`config.mk`:
```
export PLATFORM = sky130hd
export DESIGN_NAME = conv_21_acc_sat
export DESIGN_NICKNAME = d
export VERILOG_FILES = /design/src/rtl/conv_21_acc_sat.sv
export SDC_FILE = /design/constraint.sdc
export NUM_CORES = 1
export LEC_CHECK = 0
export CORE_UTILIZATION = 40
export CTS_CLUSTER_DIAMETER = 200
export DETAILED_ROUTE_END_ITERATION = 8
export SYNTH_ARGS = -nofsm -noshare
export SYNTH_HDL_FRONTEND = slang
export SYNTH_SLANG_ARGS = --single-unit
export TNS_END_PERCENT = 1
```
`constraint.sdc`:
```
create_clock -name ap_clk -period 13.9 [get_ports ap_clk]
set_clock_uncertainty 0.15 [all_clocks]
set_input_delay 4.17 -clock ap_clk [delete_from_list [all_inputs] [get_ports ap_clk]]
set_output_delay 4.17 -clock ap_clk [all_outputs]
set_load 0.005 [all_outputs]
```
`src/rtl/conv_21_acc_sat.sv`:
```
// Windowed product accumulator: sums TAPS signed products plus a bias, rounds, shifts and saturates.
// Optional ReLU clamp on the result is enabled by defining CONV_21_ACC_RELU_EN.
module conv_21_acc_sat #(
  parameter int PROD_WIDTH = 24,
  parameter int ACC_WIDTH  = 32,
  parameter int TAPS       = 9,
  parameter int SHIFT      = 8,
  parameter int OUT_WIDTH  = 16
) (
  input  logic                  ap_clk,
  input  logic                  ap_rst,
  input  logic [PROD_WIDTH-1:0] prod_din,
  input  logic                  prod_valid,
  output logic                  prod_ready,
  input  logic [ACC_WIDTH-1:0]  bias,
  output logic [OUT_WIDTH-1:0]  out_dout,
  output logic                  out_valid,
  input  logic                  out_ready
);

  localparam int TW  = (TAPS > 1) ? $clog2(TAPS) : 1;
  localparam int AW1 = ACC_WIDTH + 1;
  localparam logic [TW-1:0] LAST = TW'(TAPS - 1);
  localparam logic signed [AW1-1:0] MAXV =
    {{(AW1-OUT_WIDTH+1){1'b0}}, {(OUT_WIDTH-1){1'b1}}};
  localparam logic signed [AW1-1:0] MINV =
    {{(AW1-OUT_WIDTH+1){1'b1}}, {(OUT_WIDTH-1){1'b0}}};

  typedef enum logic {ACC, HOLD} state_t;

  state_t                      state, state_nx;
  logic [TW-1:0]               tap, tap_nx;
  logic signed [ACC_WIDTH-1:0] acc, acc_nx, acc_sum, base, prod_sx;
  logic signed [AW1-1:0]       sum_rnd, r;
  logic [OUT_WIDTH-1:0]        res, dout_nx;
  logic                        valid_nx, accept, last;

  assign prod_ready = (state == ACC) | out_ready;
  assign accept     = prod_valid & prod_ready & ~ap_rst;
  assign last       = (tap == LAST);

  always_comb begin
    prod_sx = {{(ACC_WIDTH-PROD_WIDTH){prod_din[PROD_WIDTH-1]}}, prod_din};
    base    = (tap == '0) ? $signed(bias) : acc;
    acc_sum = base + prod_sx;
    // Round half up in one extra bit so the rounding constant cannot overflow.
    sum_rnd = {acc_sum[ACC_WIDTH-1], acc_sum} + (AW1'(1) << (SHIFT - 1));
    r       = sum_rnd >>> SHIFT;
    if (r > MAXV)
      res = {1'b0, {(OUT_WIDTH-1){1'b1}}};
    else if (r < MINV)
      res = {1'b1, {(OUT_WIDTH-1){1'b0}}};
    else
      res = r[OUT_WIDTH-1:0];
`ifdef CONV_21_ACC_RELU_EN
    if (res[OUT_WIDTH-1])
      res = '0;
`endif
  end

  always_comb begin
    state_nx = state;
    tap_nx   = tap;
    acc_nx   = acc;
    dout_nx  = out_dout;
    valid_nx = out_valid;
    if (out_valid & out_ready)
      valid_nx = 1'b0;
    if (accept) begin
      acc_nx = acc_sum;
      tap_nx = last ? '0 : tap + TW'(1);
      if (last) begin
        dout_nx  = res;
        valid_nx = 1'b1;
      end
    end
    case (state)
      ACC:     if (accept & last) state_nx = HOLD;
      HOLD:    if (out_ready & ~(accept & last)) state_nx = ACC;
      default: state_nx = ACC;
    endcase
  end

  always_ff @(posedge ap_clk) begin
    if (ap_rst) begin
      state     <= ACC;
      tap       <= '0;
      acc       <= '0;
      out_dout  <= '0;
      out_valid <= 1'b0;
    end else begin
      state     <= state_nx;
      tap       <= tap_nx;
      acc       <= acc_nx;
      out_dout  <= dout_nx;
      out_valid <= valid_nx;
    end
  end

endmodule

```
==> results of run 1 <==
flip-flops by register name, indices dropped and copies added, names as in the netlist:
register and count:
acc 32, tap 4, out_dout 16, state 1, out_valid 1
power breakdown:
group          leakage [nW]  total [mW]  internal, mW  switching [mW]
logic                  1.77       0.416         0.159           0.257
clock network        0.0842       0.151        0.0856          0.0656
registers             0.442       0.177         0.170         0.00715
metrics by stage:
step | hold slack, ps | std cells | util
5_1_grt | 320 | 894 | 0.495
4_1_cts | 300 | 894 | 0.495
6_report | 295 | 894 | 0.495
3_3_place_gp | 283 | 886 | 0.481
3_5_place_dp | 288 | 886 | 0.481
2_1_floorplan | 279 | 659 | -
layout by cell type (no fill, tap or decap), types with 6 or more instances in the layout:
cell type        count
nand2b_1            16
a211oi_1             6
nor3_1              14
o21ai_0             24
nand2_1             99
a21o_1               8
a31oi_1              8
nand3_1             10
mux2_2              31
o32ai_2             10
and2_1               7
a21oi_1             81
xor2_1              13
clkdlybuf4s50_1     77
inv_1               14
ha_1                37
or3_1                9
o32ai_1              6
nor2_1              39
xnor2_1             23
dfxtp_1             54
o21ai_1             11
o21a_1               8
nand4_1             14
synth_stat cells, drive strengths merged, types with 5 or more instances:
cell type,instances,area share
a211oi,10,0.020
ha,37,0.090
o21ai,36,0.036
o21a,8,0.012
a31oi,8,0.0097
o21bai,5,0.0073
nand2,99,0.072
nor3,17,0.018
xnor2,23,0.039
o32ai,16,0.042
xor2,14,0.025
and3,5,0.0061
nand3,11,0.012
nand4,15,0.021
and2,7,0.0085
o211ai,5,0.0082
nor4,8,0.016
or3,9,0.011
inv,14,0.010
a21o,8,0.012
nand2b,16,0.019
a21oi,85,0.088
clkbuf,20,0.015
dfxtp,54,0.21
or2,7,0.0085
nor2,40,0.029
mux2,31,0.068
buf,7,0.0099
how the worst max path moves through the flow:
| stage | from | end | slack [ps] | cells past startpoint |
|---|---|---|---|---|
| 2_1_floorplan | out_ready | prod_ready | 5250 | 1 |
| 3_5_place_dp | out_ready | prod_ready | 4260 | 3 |
| 5_1_grt | out_ready | prod_ready | 4180 | 3 |
| 6_report | out_ready | prod_ready | 4270 | 3 |
| 3_3_place_gp | out_ready | prod_ready | 4290 | 3 |
| 4_1_cts | out_ready | prod_ready | 4250 | 3 |
logic make-up (layout without fill, tap and decap cells):
logic type	after synthesis	in the layout	share of synthesized area
AND/OR/NAND/NOR	251	251	0.249
buffers and inverters	41	104	0.0347
AO/OA/AOI/OAI	204	204	0.275
adder cells (fa/ha/maj)	38	38	0.0936
multiplexers	34	34	0.0735
flip-flops	54	54	0.209
XOR/XNOR	37	37	0.0642
final cells by class:
class	instances	area (um^2)	area share
clock buffer	5	125	0.0200
clock inverter	3	43.8	0.00702
inverter	14	52.6	0.00842
multi-input combinational	564	3920	0.627
sequential	54	1080	0.173
tap	172	215	0.0345
timing repair buffer	82	808	0.130
tightest hold or removal path: stages, from the launching register on:
cell	delay [ps]
dfxtp_1	310
nand2_1	50
nand2_1	40
routing by layer:
layer	wire length [um]	track usage
met2	7470	0.427
met1	7180	0.295
met5	0	0
met4	410	0.0874
met3	541	0.0371
==> results.sh, run 1 <==
export IMPL_status="completed"
export IMPL_ioPinCount=78
export IMPL_synth_ff_type="dfxtp_1"
export IMPL_synth_cells=659
export IMPL_maxSlewHeadroom=0.154
export IMPL_rows=41
export IMPL_viasPerCell=5.68
export IMPL_r2r_setup_slack_ps=7770
export IMPL_cp_slowest_stage_delay_ps=510
export IMPL_wl_per_cell_um=17.4
export IMPL_cts_tree="yes"
export IMPL_drive_gt1_frac=0.122
export IMPL_clk_pin_slew_worst_paths_ps=80
export IMPL_grt_util_all_layers=0.241
export IMPL_cpLargestDelayFamily="buffers and inverters"
export IMPL_rsz0062_at_grt="no"
export IMPL_tightest_slew_ps=1260
export IMPL_required_ps=9580
export IMPL_synth_edff_count=0
export IMPL_netlist_area_um2=5160
export IMPL_antenna_found_initial=0
export IMPL_port_buffers=77
export IMPL_diodes=0
export IMPL_gp_congestion=0.897
export IMPL_path_common_cell="clkdlybuf4s50_1"
export IMPL_cts_sinks=54
export IMPL_ys_warn_count=0
export IMPL_p_leak_nw=2.30
export IMPL_tns_ps=0
export IMPL_holdCritStartpoint="out_valid"
export IMPL_place_area_um2=6070
export IMPL_path_cells="clkdlybuf4s50_1 > nand2b_1 > clkdlybuf4s50_1"
export IMPL_drtPass1Iterations=5
export IMPL_ctsHoldBuffers=0
export IMPL_path_class="input port to output pin"
export IMPL_finalMaxSlewViolations=0
export IMPL_grt_remaining_overflow=0
export IMPL_whs_path_depth=2
export IMPL_h_tree_depth=2
export IMPL_r2r_start="tap[0]"
export IMPL_area_growth_pct=20.9
export IMPL_avgSynthCellArea_um2=7.83
export IMPL_place_ws_ps=4260
export IMPL_place_hpwl_um=12100
export IMPL_min_path_type="flip-flop to flip-flop"
export IMPL_fill_cells=1313
export IMPL_grt_max_degree=42
export IMPL_holdPathEnd="out_valid"
export IMPL_die_h_um=116
export IMPL_crit_arrival_ps=5310
export IMPL_initial_core_util=0.409
export IMPL_finalPower_uw=744
export IMPL_critical_path_endpoint_type="output pin"
export IMPL_clock_latency_ps=310
export IMPL_finalHoldViolCount=0
export IMPL_nNetsFinal=819
export IMPL_drt_iter0_drc=289
export IMPL_grt_pass1_vias=4938
export IMPL_wl_um=15600
export IMPL_peakVddDrop_uv=56.9
export IMPL_coreArea_um2=12600
export IMPL_slowest_stage="clkdlybuf4s50_1"
export IMPL_timing_final_ws_setup_ps=4270
export IMPL_synthArstFlopShare=0
export IMPL_final_area_um2=6240
export IMPL_postCtsSetupRepairBufs=0
export IMPL_die_w_um=116
export IMPL_ys_types=74
export IMPL_period_share=0.693
export IMPL_worstPathMaxFanout=4
export IMPL_grt_pass1_wl_um=24700
export IMPL_crit_buf_inv=2
export IMPL_setup_viol=0
export IMPL_cts_repair_resized=0
export IMPL_pwr_density_cell_nw_per_um2=119
export IMPL_cts_root_buf="clkbuf_16"
export IMPL_dieArea_um2=13400
export IMPL_synth_nets=757
export IMPL_post_route_min_period_ps=9630
export IMPL_rr_endpoint="out_dout[0]"
export IMPL_ys_ff_latch=54
export IMPL_route_vias_total=5074
export IMPL_seq_area_frac_synth=0.209
export IMPL_cap_violations=0
export IMPL_cp_start_kind="input port"
export IMPL_rr_worst_depth=18
export IMPL_cts_buffer_depth=2
export IMPL_numCtsBuffers=5
export IMPL_drc=0
export IMPL_final_antenna_net_count=0
export IMPL_fmax_mhz=104
(Power assumes the default switching activity.)
==> run 2, diff against run 1 <==
==> constraint.sdc (replaced) <==
create_clock -name ap_clk -period 8.85 [get_ports ap_clk]
set_clock_uncertainty 0.15 [all_clocks]
set_input_delay 2.655 -clock ap_clk [delete_from_list [all_inputs] [get_ports ap_clk]]
set_output_delay 2.655 -clock ap_clk [all_outputs]
set_load 0.005 [all_outputs]
==> results.sh, run 2 (same netlist as run 1, synthesis figures left out) <==
export IMPL_grt_max_degree=42
export IMPL_setup_viol=0
export IMPL_die_w_um=116
export IMPL_pwr_density_cell_nw_per_um2=187
export IMPL_cts_buffer_depth=2
export IMPL_grt_pass1_wl_um=25200
export IMPL_whs_path_depth=2
export IMPL_cts_repair_resized=0
export IMPL_tns_ps=0
export IMPL_finalPower_mw=1.17
export IMPL_p_leak_nw=2.30
export IMPL_postCtsSetupRepairBufs=0
export IMPL_slowest_stage="a211oi_4"
export IMPL_crit_buf_inv=2
export IMPL_fmax_mhz=132
export IMPL_grt_remaining_overflow=0
export IMPL_area_growth_pct=20.9
export IMPL_drive_gt1_frac=0.120
export IMPL_final_cell_mix="99 x nand2_1, 81 x a21oi_1, 77 x clkdlybuf4s50_1, 54 x dfxtp_1, 39 x nor2_1"
export IMPL_rsz0062_at_grt="no"
export IMPL_final_antenna_net_count=0
export IMPL_cts_tree="yes"
export IMPL_cp_slowest_stage_delay_ps=720
export IMPL_wl_um=16000
export IMPL_rr_worst_depth=20
export IMPL_initial_core_util=0.409
export IMPL_cts_root_buf="clkbuf_16"
export IMPL_drc=0
export IMPL_crit_arrival_ps=7550
export IMPL_viasPerCell=5.69
export IMPL_wl_per_cell_um=17.8
export IMPL_fill_cells=1292
export IMPL_nNetsFinal=820
export IMPL_ctsHoldBuffers=0
export IMPL_path_class="input port to flip-flop"
export IMPL_diodes=0
export IMPL_cpLargestDelayFamily="compound AO/OA/AOI/OAI gates"
export IMPL_maxSlewHeadroom=0.345
export IMPL_grt_util_all_layers=0.247
export IMPL_min_path_type="flip-flop to flip-flop"
export IMPL_die_h_um=116
export IMPL_top_register="acc"
export IMPL_layout_commonest_cell="nand2_1"
export IMPL_period_share=0.854
export IMPL_cts_sinks=54
export IMPL_tightest_slew_ps=973
export IMPL_clock_latency_ps=310
export IMPL_critical_path_endpoint_type="flip-flop"
export IMPL_port_buffers=77
export IMPL_route_vias_total=5089
export IMPL_post_route_min_period_ps=7560
export IMPL_path_cells="clkdlybuf4s50_1 > mux2_2 > ha_1 > inv_1 > fa_1 > nand2b_1 > a21o_1 > a21oi_1 > a21boi_0 > xnor2_1 > nand3_1 > nor3_1 > nand4_1 > a211o_1 > a211oi_4 > o32ai_1"
export IMPL_cap_violations=0
export IMPL_drt_iter0_drc=303
export IMPL_required_ps=8850
export IMPL_grt_pass1_vias=4908
export IMPL_place_hpwl_um=12400
export IMPL_ioPinCount=78
export IMPL_gp_congestion=0.947
export IMPL_largest_reg_flops=32
export IMPL_dieArea_um2=13400
export IMPL_coreArea_um2=12600
export IMPL_cp_start_kind="input port"
export IMPL_rows=41
export IMPL_clk_pin_slew_worst_paths_ps=70
export IMPL_h_tree_depth=2
export IMPL_crit_cells=16
export IMPL_drtPass1Iterations=5
export IMPL_peakVddDrop_uv=85.3
export IMPL_numCtsBuffers=5
export IMPL_finalMaxSlewViolations=0
export IMPL_finalHoldViolCount=0
export IMPL_antenna_found_initial=0
export IMPL_hold_slack_ps=300
export IMPL_top_regs="acc: 32 flops, out_dout: 16 flops, tap: 4 flops"
export IMPL_worstPathMaxFanout=15
export IMPL_status="completed"
## run 2: worst min-delay path, delay by kind of cell, from the launching register on
kind	cells	cell delay, ps
simple gates	2	90
flops	1	310
## run 2: where the power goes
group	internal (mW)	leakage, nW	total (mW)	switching [mW]
clock	0.134	0.0781	0.232	0.0974
combinational	0.249	1.78	0.657	0.408
sequential	0.267	0.442	0.279	0.0117
## run 2: final cells by class
cell class | instances | area (um^2) | share of cell area
Sequential cell | 54 | 1080 | 0.173
Multi-Input combinational cell | 564 | 3920 | 0.627
Tap cell | 172 | 215 | 0.0345
Clock inverter | 1 | 30.0 | 0.00481
Inverter | 14 | 52.6 | 0.00842
Clock buffer | 7 | 133 | 0.0212
Timing Repair Buffer | 83 | 816 | 0.131
## run 2: stage by stage
step	setup WS, ps	util	cells	area [um^2]
floorplan	2510	-	659	5160
global placement	1120	0.482	887	6080
CTS	1330	0.495	895	6240
global route	932	0.495	895	6240
finish	1290	0.495	895	6240
detailed placement	1030	0.482	887	6080
## run 2: path summary, 6_finish.rpt
| path | startpoint | to | slack [ps] |
|---|---|---|---|
| min | out_valid | out_valid | 300 |
| min reg2reg | out_valid | out_valid | 300 |
| max reg2reg | tap[0] | out_dout[3] | 2720 |
| max | bias[0] | out_dout[3] | 1290 |
## run 2: routing by layer
| layer | up-vias | track usage | routed length, um |
|---|---|---|---|
| met5 | - | 0 | 0 |
| met4 | 0 | 0.0753 | 344 |
| met3 | 23 | 0.0382 | 627 |
| met2 | 109 | 0.434 | 7740 |
| met1 | 2409 | 0.309 | 7270 |
| li1 | 2548 | - | - |
==> run 3, diff against run 2 <==
--- a/config.mk
+++ b/config.mk
@@ -5,9 +5,10 @@
 export SDC_FILE = /design/constraint.sdc
 export NUM_CORES = 1
 export LEC_CHECK = 0
-export CORE_UTILIZATION = 40
+export CORE_UTILIZATION = 50
 export CTS_CLUSTER_DIAMETER = 200
 export DETAILED_ROUTE_END_ITERATION = 8
+export PLACE_DENSITY = 0.78
 export SYNTH_ARGS = -nofsm -noshare
 export SYNTH_HDL_FRONTEND = slang
 export SYNTH_SLANG_ARGS = --single-unit
==> results.sh, run 3 (same netlist as run 1, synthesis figures left out) <==
export IMPL_status="completed"
export IMPL_area_growth_pct=19.2
export IMPL_rr_worst_depth=18
export IMPL_crit_buf_inv=1
export IMPL_drt_iter0_drc=262
export IMPL_place_hpwl_um=12000
export IMPL_seq_area_um2=1080
export IMPL_cts_sinks=54
export IMPL_drive_gt1_frac=0.123
export IMPL_rows=36
export IMPL_wl_um=15300
export IMPL_coreArea_um2=9910
export IMPL_diodes=0
export IMPL_die_w_um=104
export IMPL_maxSlewHeadroom=0.334
export IMPL_viasPerCell=5.99
export IMPL_cts_repair_resized=0
export IMPL_finalHoldViolCount=0
export IMPL_layout_commonest_cell="nand2_1"
export IMPL_grt_pass1_vias=4999
export IMPL_finalMaxSlewViolations=0
export IMPL_crit_arrival_ps=7500
export IMPL_whs_path_depth=2
export IMPL_path_common_cell="nand2_1"
export IMPL_required_ps=8880
export IMPL_final_antenna_net_count=0
export IMPL_setup_viol=0
export IMPL_route_vias_total=5127
export IMPL_top_regs="acc: 32 flops, out_dout: 16 flops, tap: 4 flops"
export IMPL_worstPathMaxFanout=15
export IMPL_cap_violations=0
export IMPL_cp_start_kind="input port"
export IMPL_antenna_found_initial=0
export IMPL_peakVddDrop_uv=122
export IMPL_grt_util_all_layers=0.291
export IMPL_die_h_um=104
export IMPL_p_leak_nw=2.28
export IMPL_fmax_mhz=134
export IMPL_cp_slowest_stage_delay_ps=910
export IMPL_rsz0062_at_grt="no"
export IMPL_h_tree_depth=2
export IMPL_largest_reg_flops=32
export IMPL_final_cell_mix="99 x nand2_1, 81 x a21oi_1, 77 x clkdlybuf4s50_1, 54 x dfxtp_1, 39 x nor2_1"
export IMPL_rr_endpoint="out_dout[4]"
export IMPL_gp_congestion=0.932
export IMPL_slowest_stage="nor4_1"
export IMPL_ctsHoldBuffers=0
export IMPL_period_share=0.843
export IMPL_holdCritStartpoint="acc[3]"
export IMPL_min_path_type="flip-flop to flip-flop"
export IMPL_initial_core_util=0.521
export IMPL_cts_tree="yes"
export IMPL_cts_buffer_depth=2
export IMPL_multiInputGateArea_um2=3920
export IMPL_clock_latency_ps=340
export IMPL_drtPass1Iterations=5
export IMPL_finalPower_mw=1.12
export IMPL_fill_cells=896
export IMPL_tightest_slew_ps=990
export IMPL_grt_remaining_overflow=0
export IMPL_nNetsFinal=820
export IMPL_r2r_setup_slack_ps=2730
export IMPL_r2r_start="tap[0]"
export IMPL_path_cells="clkdlybuf4s50_1 > mux2_2 > ha_1 > a21oi_1 > o211ai_1 > nand2_1 > nand2_1 > xnor2_1 > nor4_1 > and3b_1 > nand4_1 > a211o_1 > a211oi_4 > o32ai_1"
export IMPL_critical_path_endpoint_type="flip-flop"
export IMPL_top_register="acc"
export IMPL_grt_pass1_wl_um=24900
export IMPL_clk_pin_slew_worst_paths_ps=100
export IMPL_ioPinCount=78
export IMPL_pwr_density_cell_nw_per_um2=182
export IMPL_wl_per_cell_um=17.9
export IMPL_cts_root_buf="clkbuf_8"
export IMPL_post_route_min_period_ps=7460
export IMPL_port_buffers=77
export IMPL_numCtsBuffers=5
export IMPL_holdPathEnd="acc[3]"
export IMPL_drc=0
export IMPL_dieArea_um2=10700
export IMPL_path_class="input port to flip-flop"
export IMPL_cpLargestDelayFamily="compound AO/OA/AOI/OAI gates"
export IMPL_postCtsSetupRepairBufs=0
export IMPL_tns_ps=0
export IMPL_grt_max_degree=42
run 3: cell count changes in the layout (fill, tap and decap cells not counted), sizes merged:
cell    change
inv         +1
clkbuf      -1
run 3: layout make-up:
| class | count | share of cell area |
|---|---|---|
| multi-input cells | 564 | 0.636 |
| flip-flops and latches | 54 | 0.176 |
| repair buffers | 83 | 0.133 |
| well taps | 133 | 0.0270 |
| clock buffers | 6 | 0.0134 |
| inverters | 14 | 0.00854 |
| clock inverters | 2 | 0.00630 |
run 3: layer usage:
layer | routed length (um) | global-route usage | up-vias
met3 | 954 | 0.0447 | 38
li1 | - | - | 2551
met5 | 0 | 0 | -
met2 | 7260 | 0.496 | 185
met1 | 6510 | 0.358 | 2353
met4 | 570 | 0.136 | 0
run 3: worst min-delay path: stages (launching register included):
cell and delay (ps):
dfxtp_1 320, nand2_1 50, a21oi_1 50
run 3: metrics by stage:
stage	cell area, um^2	setup slack (ps)	utilization	hold slack [ps]	cells
finish	6150	1390	0.621	304	856
global route	6150	1120	0.621	326	856
CTS	6150	1450	0.621	308	856
detailed placement	6030	1090	0.609	293	848
global placement	6030	1170	0.609	282	848
floorplan	5160	2510	-	279	659
run 3: report_power, final:
group          leakage [nW]  switching [mW]  total [mW]  internal, mW
Combinational          1.78           0.404       0.653         0.249
Sequential            0.442          0.0124       0.280         0.267
Clock                0.0618          0.0931       0.186        0.0933
Total                  2.28           0.510        1.12         0.609
run 3: worst max path at each step:
stage | from | slack [ps] | to | depth (start not counted)
finish | bias[6] | 1390 | out_dout[4] | 14
global route | bias[0] | 1120 | out_dout[2] | 16
CTS | bias[0] | 1450 | out_dout[2] | 16
detailed placement | bias[0] | 1090 | out_dout[2] | 16
global placement | bias[0] | 1170 | out_dout[14] | 16
floorplan | bias[0] | 2510 | out_dout[10] | 16
